===== src/rtl/counter_pkg.sv =====
// Shared types and constants for the increment counter.
package counter_pkg;

    localparam int DEFAULT_WIDTH = 32;

    typedef enum logic {
        IDLE = 1'b0,
        RUN  = 1'b1
    } state_t;

endpackage


===== src/rtl/increment.sv =====
// Combinational WIDTH-bit incrementer; all-ones wraps to zero.
module increment
    import counter_pkg::*;
#(
    parameter int WIDTH = DEFAULT_WIDTH
) (
    input  logic [WIDTH-1:0] a,
    output logic [WIDTH-1:0] y
);

    assign y = a + {{(WIDTH-1){1'b0}}, 1'b1};

endmodule


===== src/rtl/increment_counter.sv =====
// Up-counter run controller: counts from a captured start value to a captured
// limit, then either stops or reloads, pulsing done at each terminal count.
//
// state | meaning
// IDLE  | waiting for start; count holds its last value
// RUN   | counting while en is high; terminal count stops or reloads
module increment_counter
    import counter_pkg::*;
#(
    parameter int WIDTH = DEFAULT_WIDTH
) (
    input  logic             clk,
    input  logic             reset,
    input  logic             start,
    input  logic             abort,
    input  logic             en,
    input  logic             wrap_mode,
    input  logic [WIDTH-1:0] load_val,
    input  logic [WIDTH-1:0] limit,
    output logic [WIDTH-1:0] count,
    output logic             busy,
    output logic             done
);

    state_t           state;
    logic [WIDTH-1:0] load_q;
    logic [WIDTH-1:0] limit_q;
    logic             wrap_q;
    logic [WIDTH-1:0] count_inc;
    logic             at_limit;

    increment #(.WIDTH(WIDTH)) u_increment (
        .a (count),
        .y (count_inc)
    );

    assign at_limit = (count == limit_q);
    assign busy     = (state == RUN);

    always_ff @(posedge clk or posedge reset) begin
        if (reset) begin
            state   <= IDLE;
            count   <= '0;
            load_q  <= '0;
            limit_q <= '0;
            wrap_q  <= 1'b0;
            done    <= 1'b0;
        end else begin
            done <= 1'b0;
            case (state)
                IDLE: begin
                    if (start && !abort) begin
                        count   <= load_val;
                        load_q  <= load_val;
                        limit_q <= limit;
                        wrap_q  <= wrap_mode;
                        state   <= RUN;
                    end
                end
                RUN: begin
                    // abort wins over both the enable and the terminal count
                    if (abort) begin
                        state <= IDLE;
                    end else if (en) begin
                        if (at_limit) begin
                            done <= 1'b1;
                            if (wrap_q) begin
                                count <= load_q;
                            end else begin
                                state <= IDLE;
                            end
                        end else begin
                            count <= count_inc;
                        end
                    end
                end
                default: state <= IDLE;
            endcase
        end
    end

endmodule

===== config.mk =====
export PLATFORM = sky130hd
export DESIGN_NAME = increment_counter
export DESIGN_NICKNAME = d
export VERILOG_FILES = /design/src/rtl/counter_pkg.sv /design/src/rtl/increment.sv /design/src/rtl/increment_counter.sv
export SDC_FILE = /design/constraint.sdc
export NUM_CORES = 1
export LEC_CHECK = 0
export ABC_AREA = 1
export CAP_MARGIN = 20
export CORE_MARGIN = 1.5
export CORE_UTILIZATION = 49
export DETAILED_ROUTE_END_ITERATION = 7
export PLACE_DENSITY = 0.9
export SLEW_MARGIN = 40
export SYNTH_ARGS = -nofsm -noshare
export SYNTH_HDL_FRONTEND = slang
export SYNTH_SLANG_ARGS = --single-unit

===== constraint.sdc =====
create_clock -name clk -period 3.4 [get_ports clk]
set_input_delay 0.85 -clock clk [delete_from_list [all_inputs] [get_ports clk]]
set_output_delay 0.85 -clock clk [all_outputs]
set_load 0.02 [all_outputs]

**Yosys cells after proc, flatten, opt, wreduce, memory -nomap -nowiden**

Cells that the tools add are included.

- Flip-flop bits (word level): 99
- Input port bits: 70
- Output and inout bits: 34
- Word-level logic and storage cells: 33

- Add/subtract/negate cells: 1
- Equality and inequality tests: 5
- Muxes and demuxes: 16
- Bitwise logic cells: 1
- Reductions and logical operators: 4

Operators by type and width:

| cell | number |
|---|---|
| $mux 32 | 5 |
| $pmux 32 s2 | 1 |
| $add 32x1->32 const B | 1 |
| $eq 32x32->1 | 1 |
| $mux 1 | 9 |
| $ne 2x2->1 const B | 3 |
| $reduce_and 4->1 | 1 |
| $ne 3x3->1 const B | 1 |
| $pmux 1 s2 | 1 |
| $reduce_and 2->1 | 1 |
| $logic_and 1x1->1 | 1 |
| $logic_not 1->1 | 1 |
| $not 1->1 | 1 |

**Logic depth before layout (Yosys ltp)**

Gate-level depths: netlist of run 1.

- Word-level depth: 5
- Gate-level depth with buffers: 14

**Cells and area by module**

From an unflattened synthesis of run 1, not the netlist that was laid out.

- Cell total of the unflattened synthesis: 871
- Area, all modules: 6273.5 µm²

Modules (own cells, without submodules):

| module | instances | cells an instance | area each (µm²) | seq. area each (µm²) |
|---|---|---|---|---|
| increment_counter | 1 | 679 | 5328.9 | 2477.4 |
| increment | 1 | 192 | 944.7 | 0.0 |

**Least setup slack after synthesis of run 1**

No wires, ideal clock.

- Kind: input port to flip-flop
- From: input port abort
- To: register limit_q[19]
- Setup time: 0.125 ns
- Data arrival time: 1.739 ns
- Required time: 3.275 ns
- Setup slack: 1.536 ns
- Cell stages on the path: 5
- Cell sequence: inv_1 -> nand3_1 -> buf_2 -> buf_4 -> mux2_2

- Longest elaborated chain between the ends: 3

Ends and longest elaborated chain:

| item | line | RTL |
|---|---|---|
| start, declared | increment_counter.sv:15 | `input logic abort,` |
| $logic_not 1->1 | increment_counter.sv:52 | `if (start && !abort) begin` |
| $logic_and 1x1->1 | increment_counter.sv:52 |  |
| $reduce_and 2->1 (no line) | -- |  |
| end signal, assigned | increment_counter.sv:55 | `limit_q <= limit;` |
| end, declared | increment_counter.sv:27 | `logic [WIDTH-1:0] limit_q;` |

Every way passes these cells.
A chain may end at the register's enable or synchronous reset.

**Final worst setup path of run 1**

- From: register state, in the netlist busy
- To: output port busy

RTL lines:

| item | line | RTL |
|---|---|---|
| start, declared | increment_counter.sv:25 | `state_t state;` |
| start signal, assigned | increment_counter.sv:42 | `state <= IDLE;` |
| start signal, assigned | increment_counter.sv:57 | `state <= RUN;` |
| start signal, assigned | increment_counter.sv:63 | `state <= IDLE;` |
| end, declared | increment_counter.sv:21 | `output logic busy,` |

No word-level cell between the ends.

==> results of run 1 <==
registers in the layout, summed over array words and instances (netlist names):
signal and cells:
count 32, busy 1, done 1, limit_q 32
wrap_q 1, load_q 32
layout by cell type (no fill, tap or decap), drive strengths merged:
cell / count
a21oi: 12
inv: 72
nor3: 4
clkbuf: 14
clkdlybuf4s50: 103
clkinv: 3
dfrtp: 99
nand3: 71
buf: 8
nand2: 323
and2: 4
mux2: 54
ha: 1
xnor2: 27
nand3b: 3
nor2: 62
o21ai: 1
clkinvlp: 1
xor2: 18
power by group:
group          internal, mW  total [mW]  switching (mW)
Clock                 0.535       0.957           0.423
Sequential             1.45        1.81           0.364
Combinational         0.694        1.43           0.734
Total                  2.68        4.20            1.52
cell type report:
class                      count  area, µm²
clock buffer                  14        264
clock inverter                 2       10.0
fill                         995       4590
inverter                      74        282
multi-input combinational    580       3040
sequential                    99       2480
tap                          147        184
timing repair buffer         111       1120
routing by layer:
layer / GRT usage, % / share of wire (%)
met1: 33.9 / 42
met2: 41.1 / 48
met3: 5.15 / 7.6
met4: 8.50 / 2.1
met5: 0 / 0
cell families (layout without fill, tap and decap cells):
group	after synthesis	count (layout)
muxes	54	54
buffers and inverters	105	201
adders and majority gates	1	1
and+or+nand+nor	467	467
AOI/OAI and AO/OA	13	13
xor gates and xnor gates	45	45
DFF	99	99
per-stage QoR:
| stage | worst slack, ns | utilization, % |
|---|---|---|
| global placement | 0.713 | 59.3 |
| global route | 0.527 | 61.6 |
| detailed placement | 0.619 | 59.3 |
| finish | 0.772 | 61.6 |
| floorplan | 1.37 | - |
| CTS | 0.775 | 61.6 |
worst max path at each step:
stage	startpoint	slack, ns	to
2_1_floorplan	reset	1.37	busy$_DFF_PP0_
3_3_place_gp	abort	0.71	count[27]$_DFFE_PP0P_
3_5_place_dp	abort	0.62	count[9]$_DFFE_PP0P_
4_1_cts	busy$_DFF_PP0_	0.77	busy
5_1_grt	count[21]$_DFFE_PP0P_	0.53	count[1]$_DFFE_PP0P_
6_report	busy$_DFF_PP0_	0.77	busy
==> impl_results.md, run 1 <==
- Status: finished, final reports clean
- Hold path start: load_q[23]$_DFFE_PP0P_
- Fraction of the cycle the final worst path needs: 77.3%
- DRC violations left: 0
- Synth Area in XOR/XNOR: 6.59%
- Number of clock sinks: 99
- Slack of the worst reg-to-reg path: 0.80 ns
- Mux contribution to synthesized area: 10.2%
- Top-count cell post-synth: nand2_1
- CP max stage cell: clkdlybuf4s50_1
- CTS tree: yes
- Max-Slew Margin vs Limit: 62.3%
- Placed cell areas: 7100 µm²
- # diodes: 0
- Number of flops mapped to enable cells by yosys: 0
- CTS Root Cell: clkbuf_16
- Slew @ Worst Pin: 0.566 ns
- Final Slew Violations: 0
- Post-cts sizing count: 0
- Max Cap Viol: 0
- WL final: 15300 µm
- Reg2Reg Launch Point: count[21]$_DFFE_PP0P_
- CTS max path bufs: 2
- WHS: 0.506 ns
- Pwr per Cell Area: 569 nW/µm²
- Crit Path Max Fanout: 16
- GPL Wtd Cong: 0.998
- First-pass GRT wire length: 25600 µm
- Fraction of the mapped netlist area in adder cells: 0.209%
- Later-pin clock latency in the skew report: 0.35 ns
- CTS Buf Count: 9
- Power, Total: 4.20 mW
- Via count: 5390
- Post-synthesis sequential area ratio: 41.4%
- CTS Hold Buffers Added: 0
- Reg2reg end: count[21]$_DFFE_PP0P_
- Area Overhead vs Synth: 23.3%
- Slowest Stage Delay on Critical Path: 0.72 ns
- 1st-iter DRT viols: 396
- Req. time, crit path: 2.55 ns
- Routed Antenna Nets: 0
- Fmax: 380 MHz
- WHS Path Cells: 1
- Fin cells: 1027
- CP top delay family: buffers and inverters
- DPL Wire Length: 10900 µm
- FFs w/ async S/R, synth: 100%
- Antenna violations before repair: 0
- H-tree levels: 3
- Die width: 113 µm
- Startpoint types: flop
- Predominant post-synthesis flop cell: dfrtp_1
- Nets: 946
- DRT Pass-1 Iters: 5
- Final hold vios: 0
- Cells after Synth: 784
- Avg Cell Area, Syn: 7.63 µm²
- Crit path cell chain: clkdlybuf4s50_1
- Reg2Reg Depth: 12
- Hold Path Class: flop to flop
- Cell variety after synth: 29
- GRT Overall Usage: 25.3%
- Buffers on Ports: 103
- Row cnt: 40
- Simple-Gate Fraction of Synth Area: 32.6%
- Total negative setup slack: 0 ns
- I/O pin total: 104
- Fin crit period: 2.63 ns
- Wirelength per Cell: 14.9 µm
- Starting Density: 50.0%
- Dominant cells by area after synthesis: dfrtp_1 41%, nand2_1 20%, mux2_2 10%
- Vias per Instance: 5.25
- Inst Count DP: 1011
- Yosys reg bits: 99
- Vias in the first global route: 5228
- Post-CTS setup buffer count: 0
- Fraction of final layout cells sized beyond drive strength 1: 10.9%
- Core Area: 12000 µm²
- RSZ-0062 raised after global routing: no
- Syn nets: 855
- Synthesized area: 5980 µm²
- Grt ovf: 0
- Synth warn: 0
- Crit Path Class: flop to output pin
- Synth top cells by count: 321 x nand2_1, 99 x dfrtp_1, 70 x nand3_1
- Largest family of logic cells by synthesized area: simple AND/OR/NAND/NOR gates
- Top-area cell type share of the netlist area: 41.4%
- Hold Path End: load_q[23]$_DFFE_PP0P_
- Clock Skews: 0.00875 ns
- CTS clk-pin slew, worst paths: 0.07 ns
- Leak Pwr: 3.56 nW
- Max VDD drop: 379 µV
- Compound-Gate Fraction of Synth Area: 1.09%
- Crit. End Element: output pin
- CP arrival: 1.78 ns
- Final Setup Violations: 0
- WP depth: 1
- Yosys top cell by area: dfrtp_1
- Crit path buf inv count: 1
- Pin count of the biggest net entering global routing: 100
- Design Area, Final: 7370 µm²
- Die area: 12900 µm²
- Die H: 113 µm
(Power assumes the default switching activity.)
==> run 2: changes to the inputs <==
clock period = 2.2 ns   (was 3.4 ns; I/O delays follow)
==> impl_results.md, run 2 (synthesis gave the netlist of run 1 again) <==
- Number of clock sinks: 99 (unchanged)
- Die H: 113 µm (unchanged)
- FF/Latch Area: 2480 µm² (about the same)
- Wirelength per Cell: 15.2 µm (was 14.9 µm)
- WL final: 15900 µm (was 15300 µm)
- Final Slew Violations: 0 (unchanged)
- WHS Path Cells: 1 (unchanged)
- I/O pin total: 104 (unchanged)
- Area of the multi-input gates: 3060 µm² (was 3040 µm²)
- Worst setup margin: 0.0520 ns (was 0.772 ns)
- Nets: 966 (was 946)
- Pwr per Cell Area: 912 nW/µm² (was 569 nW/µm²)
- CP max stage cell: clkdlybuf4s50_1 (unchanged)
- Reg2Reg Depth: 12 (unchanged)
- Via count: 5457 (was 5390)
- Vias per Instance: 5.21 (was 5.25)
- CP arrival: 1.60 ns (was 1.78 ns)
- Fraction of final layout cells sized beyond drive strength 1: 13.7% (was 10.9%)
- Total negative setup slack: 0 ns (unchanged)
- WHS: 0.506 ns (about the same)
- CTS Root Cell: clkbuf_16 (unchanged)
- GPL Wtd Cong: 0.952 (was 0.998)
- RSZ-0062 raised after global routing: yes (was no)
- Req. time, crit path: 1.65 ns (was 2.55 ns)
- 1st-iter DRT viols: 435 (was 396)
- # diodes: 0 (unchanged)
- Antenna violations before repair: 0 (unchanged)
- Routed Antenna Nets: 0 (unchanged)
- CTS Buf Count: 9 (unchanged)
- Buffers on Ports: 103 (unchanged)
- Max VDD drop: 497 µV (was 379 µV)
- Slew @ Worst Pin: 0.565 ns (was 0.566 ns)
- Row cnt: 40 (unchanged)
- Pin count of the biggest net entering global routing: 100 (unchanged)
- CP top delay family: buffers and inverters (unchanged)
- Status: finished, final reports clean (unchanged)
- Vias in the first global route: 5306 (was 5228)
- Biggest regs: count x32, limit_q x32, load_q x32 (unchanged)
- Fmax: 466 MHz
- DRC violations left: 0 (unchanged)
- Crit Path Max Fanout: 7 (was 16)
- Die width: 113 µm (unchanged)
- Final Setup Violations: 0 (unchanged)
- Dpl ws: 0.0883 ns (was 0.619 ns)
- DPL Wire Length: 11400 µm (was 10900 µm)
- CTS clk-pin slew, worst paths: 0.07 ns (about the same)
- Grt ovf: 0 (unchanged)
- Area Overhead vs Synth: 27.8% (was 23.3%)
- H-tree levels: 3 (unchanged)
- Fin crit period: 2.15 ns
- Crit path buf inv count: 1 (unchanged)
- Placed cell areas: 7240 µm² (was 7100 µm²)
- DRT Pass-1 Iters: 5 (unchanged)
- Hold Path Class: flop to flop (unchanged)
- Max-Slew Margin vs Limit: 62.4% (was 62.3%)
- Starting Density: 50.0% (unchanged)
- GRT Overall Usage: 25.9% (was 25.3%)
- Most frequent cells in the layout: 320 x nand2_1, 103 x clkdlybuf4s50_1, 97 x dfrtp_1 (was 321 x nand2_1, 103 x clkdlybuf4s50_1, 99 x dfrtp_1)
- Final core occ: 63.9% (was 61.6%)
- Most common cell after layout, fill and taps aside: nand2_1 (unchanged)
- Final hold vios: 0 (unchanged)
- Crit path cell chain: clkdlybuf4s50_1 (unchanged)
- Fraction of the cycle the final worst path needs: 97.6%
- Startpoint types: flop (unchanged)
- Slowest Stage Delay on Critical Path: 0.67 ns (was 0.72 ns)
- Clock Skews: 0.00652 ns (was 0.00875 ns)
- Core Area: 12000 µm² (unchanged)
- CTS tree: yes (unchanged)
- CTS max path bufs: 2 (unchanged)
- First-pass GRT wire length: 26000 µm (was 25600 µm)
- Later-pin clock latency in the skew report: 0.36 ns (was 0.35 ns)
- Crit. End Element: output pin (unchanged)
- Leak Pwr: 3.70 nW (was 3.56 nW)
- WP depth: 1 (unchanged)
- # fillers: 1001 (was 995)
- Die area: 12900 µm² (unchanged)
- Max Cap Viol: 0 (unchanged)
- Design Area, Final: 7640 µm² (was 7370 µm²)
- Crit Path Class: flop to output pin (unchanged)
- CTS Hold Buffers Added: 0 (unchanged)
[run 2: changes by cell type in the layout (fill, tap and decap cells not counted), moves of 2 or more]
cell | before | now
clkbuf_8 | 2 | 0
bufinv_16 | 0 | 3
dfrtp_1 | 99 | 97
dfrtp_2 | 0 | 2
buf_12 | 2 | 4
clkbuf_1 | 3 | 0
buf_4 | 6 | 23
[run 2: path summary, 6_finish.rpt]
| check | end | startpoint | slack [ns] |
|---|---|---|---|
| setup / recovery | count[17] | count[17]$_DFFE_PP0P_ | 0.05 |
| hold / removal | load_q[30]$_DFFE_PP0P_ | load_q[30]$_DFFE_PP0P_ | 0.51 |
| setup reg to reg | count[26]$_DFFE_PP0P_ | count[0]$_DFFE_PP0P_ | 0.14 |
| hold reg to reg | load_q[30]$_DFFE_PP0P_ | load_q[30]$_DFFE_PP0P_ | 0.51 |
| max in group asynchronous | limit_q[26]$_DFFE_PP0P_ | reset | 1.07 |
| min in group asynchronous | done$_DFF_PP0_ | reset | 0.65 |
[run 2: per-layer routing]
layer,global-route usage (%),share of wire (%),wire (µm)
met1,34.0,43,6890
met2,42.9,49,7720
met3,4.84,6.0,959
met4,9.33,2.1,335
met5,0,0,0
[run 2: repair_timing]
action | 4_1_cts | 5_1_grt
resized for setup | 0 | 8
endpoints found under the setup margin | 0 | 33
buffers inserted | 0 | 3
[run 2: area by class of cell]
cell class / instances / share of cell area [%]
Clock buffer: 9 / 2.95
Clock inverter: 7 / 1.52
Inverter: 74 / 3.72
Multi-Input combinational cell: 580 / 40.0
Sequential cell: 99 / 32.4
Tap cell: 147 / 2.41
Timing Repair Buffer: 131 / 16.9
[run 2: worst register-to-register path: stages (launching register included)]
cell and delay, ns:
dfrtp_1 0.36, ha_1 0.23, nand2_1 0.08, nor2_2 0.16, nand2_1 0.14, nor2_1 0.36
nand2_1 0.13, xor2_1 0.15, nand2_1 0.09, nand3_1 0.09, nand2_1 0.05, nand2_1 0.06
nand2_1 0.05
[run 2: stage by stage]
step,instances,power [mW]
after floorplan,784,4.11
after global placement,1028,5.05
after detailed placement,1028,5.13
after CTS,1044,6.96
after global routing,1047,7.36
final,1047,6.97
[run 2: where the power goes]
part / leakage (nW) / switching, mW / internal [mW] / total, mW
Clock: 0.165 / 0.705 / 1.11 / 1.81
Sequential: 1.18 / 0.465 / 2.24 / 2.71
Combinational: 2.35 / 1.28 / 1.17 / 2.45
==> run 3: changes to the inputs <==
CTS_CLUSTER_SIZE = 28   (was not set)
==> results of run 3 <==
Final layout, timing and power as in run 2 (identical DEF).
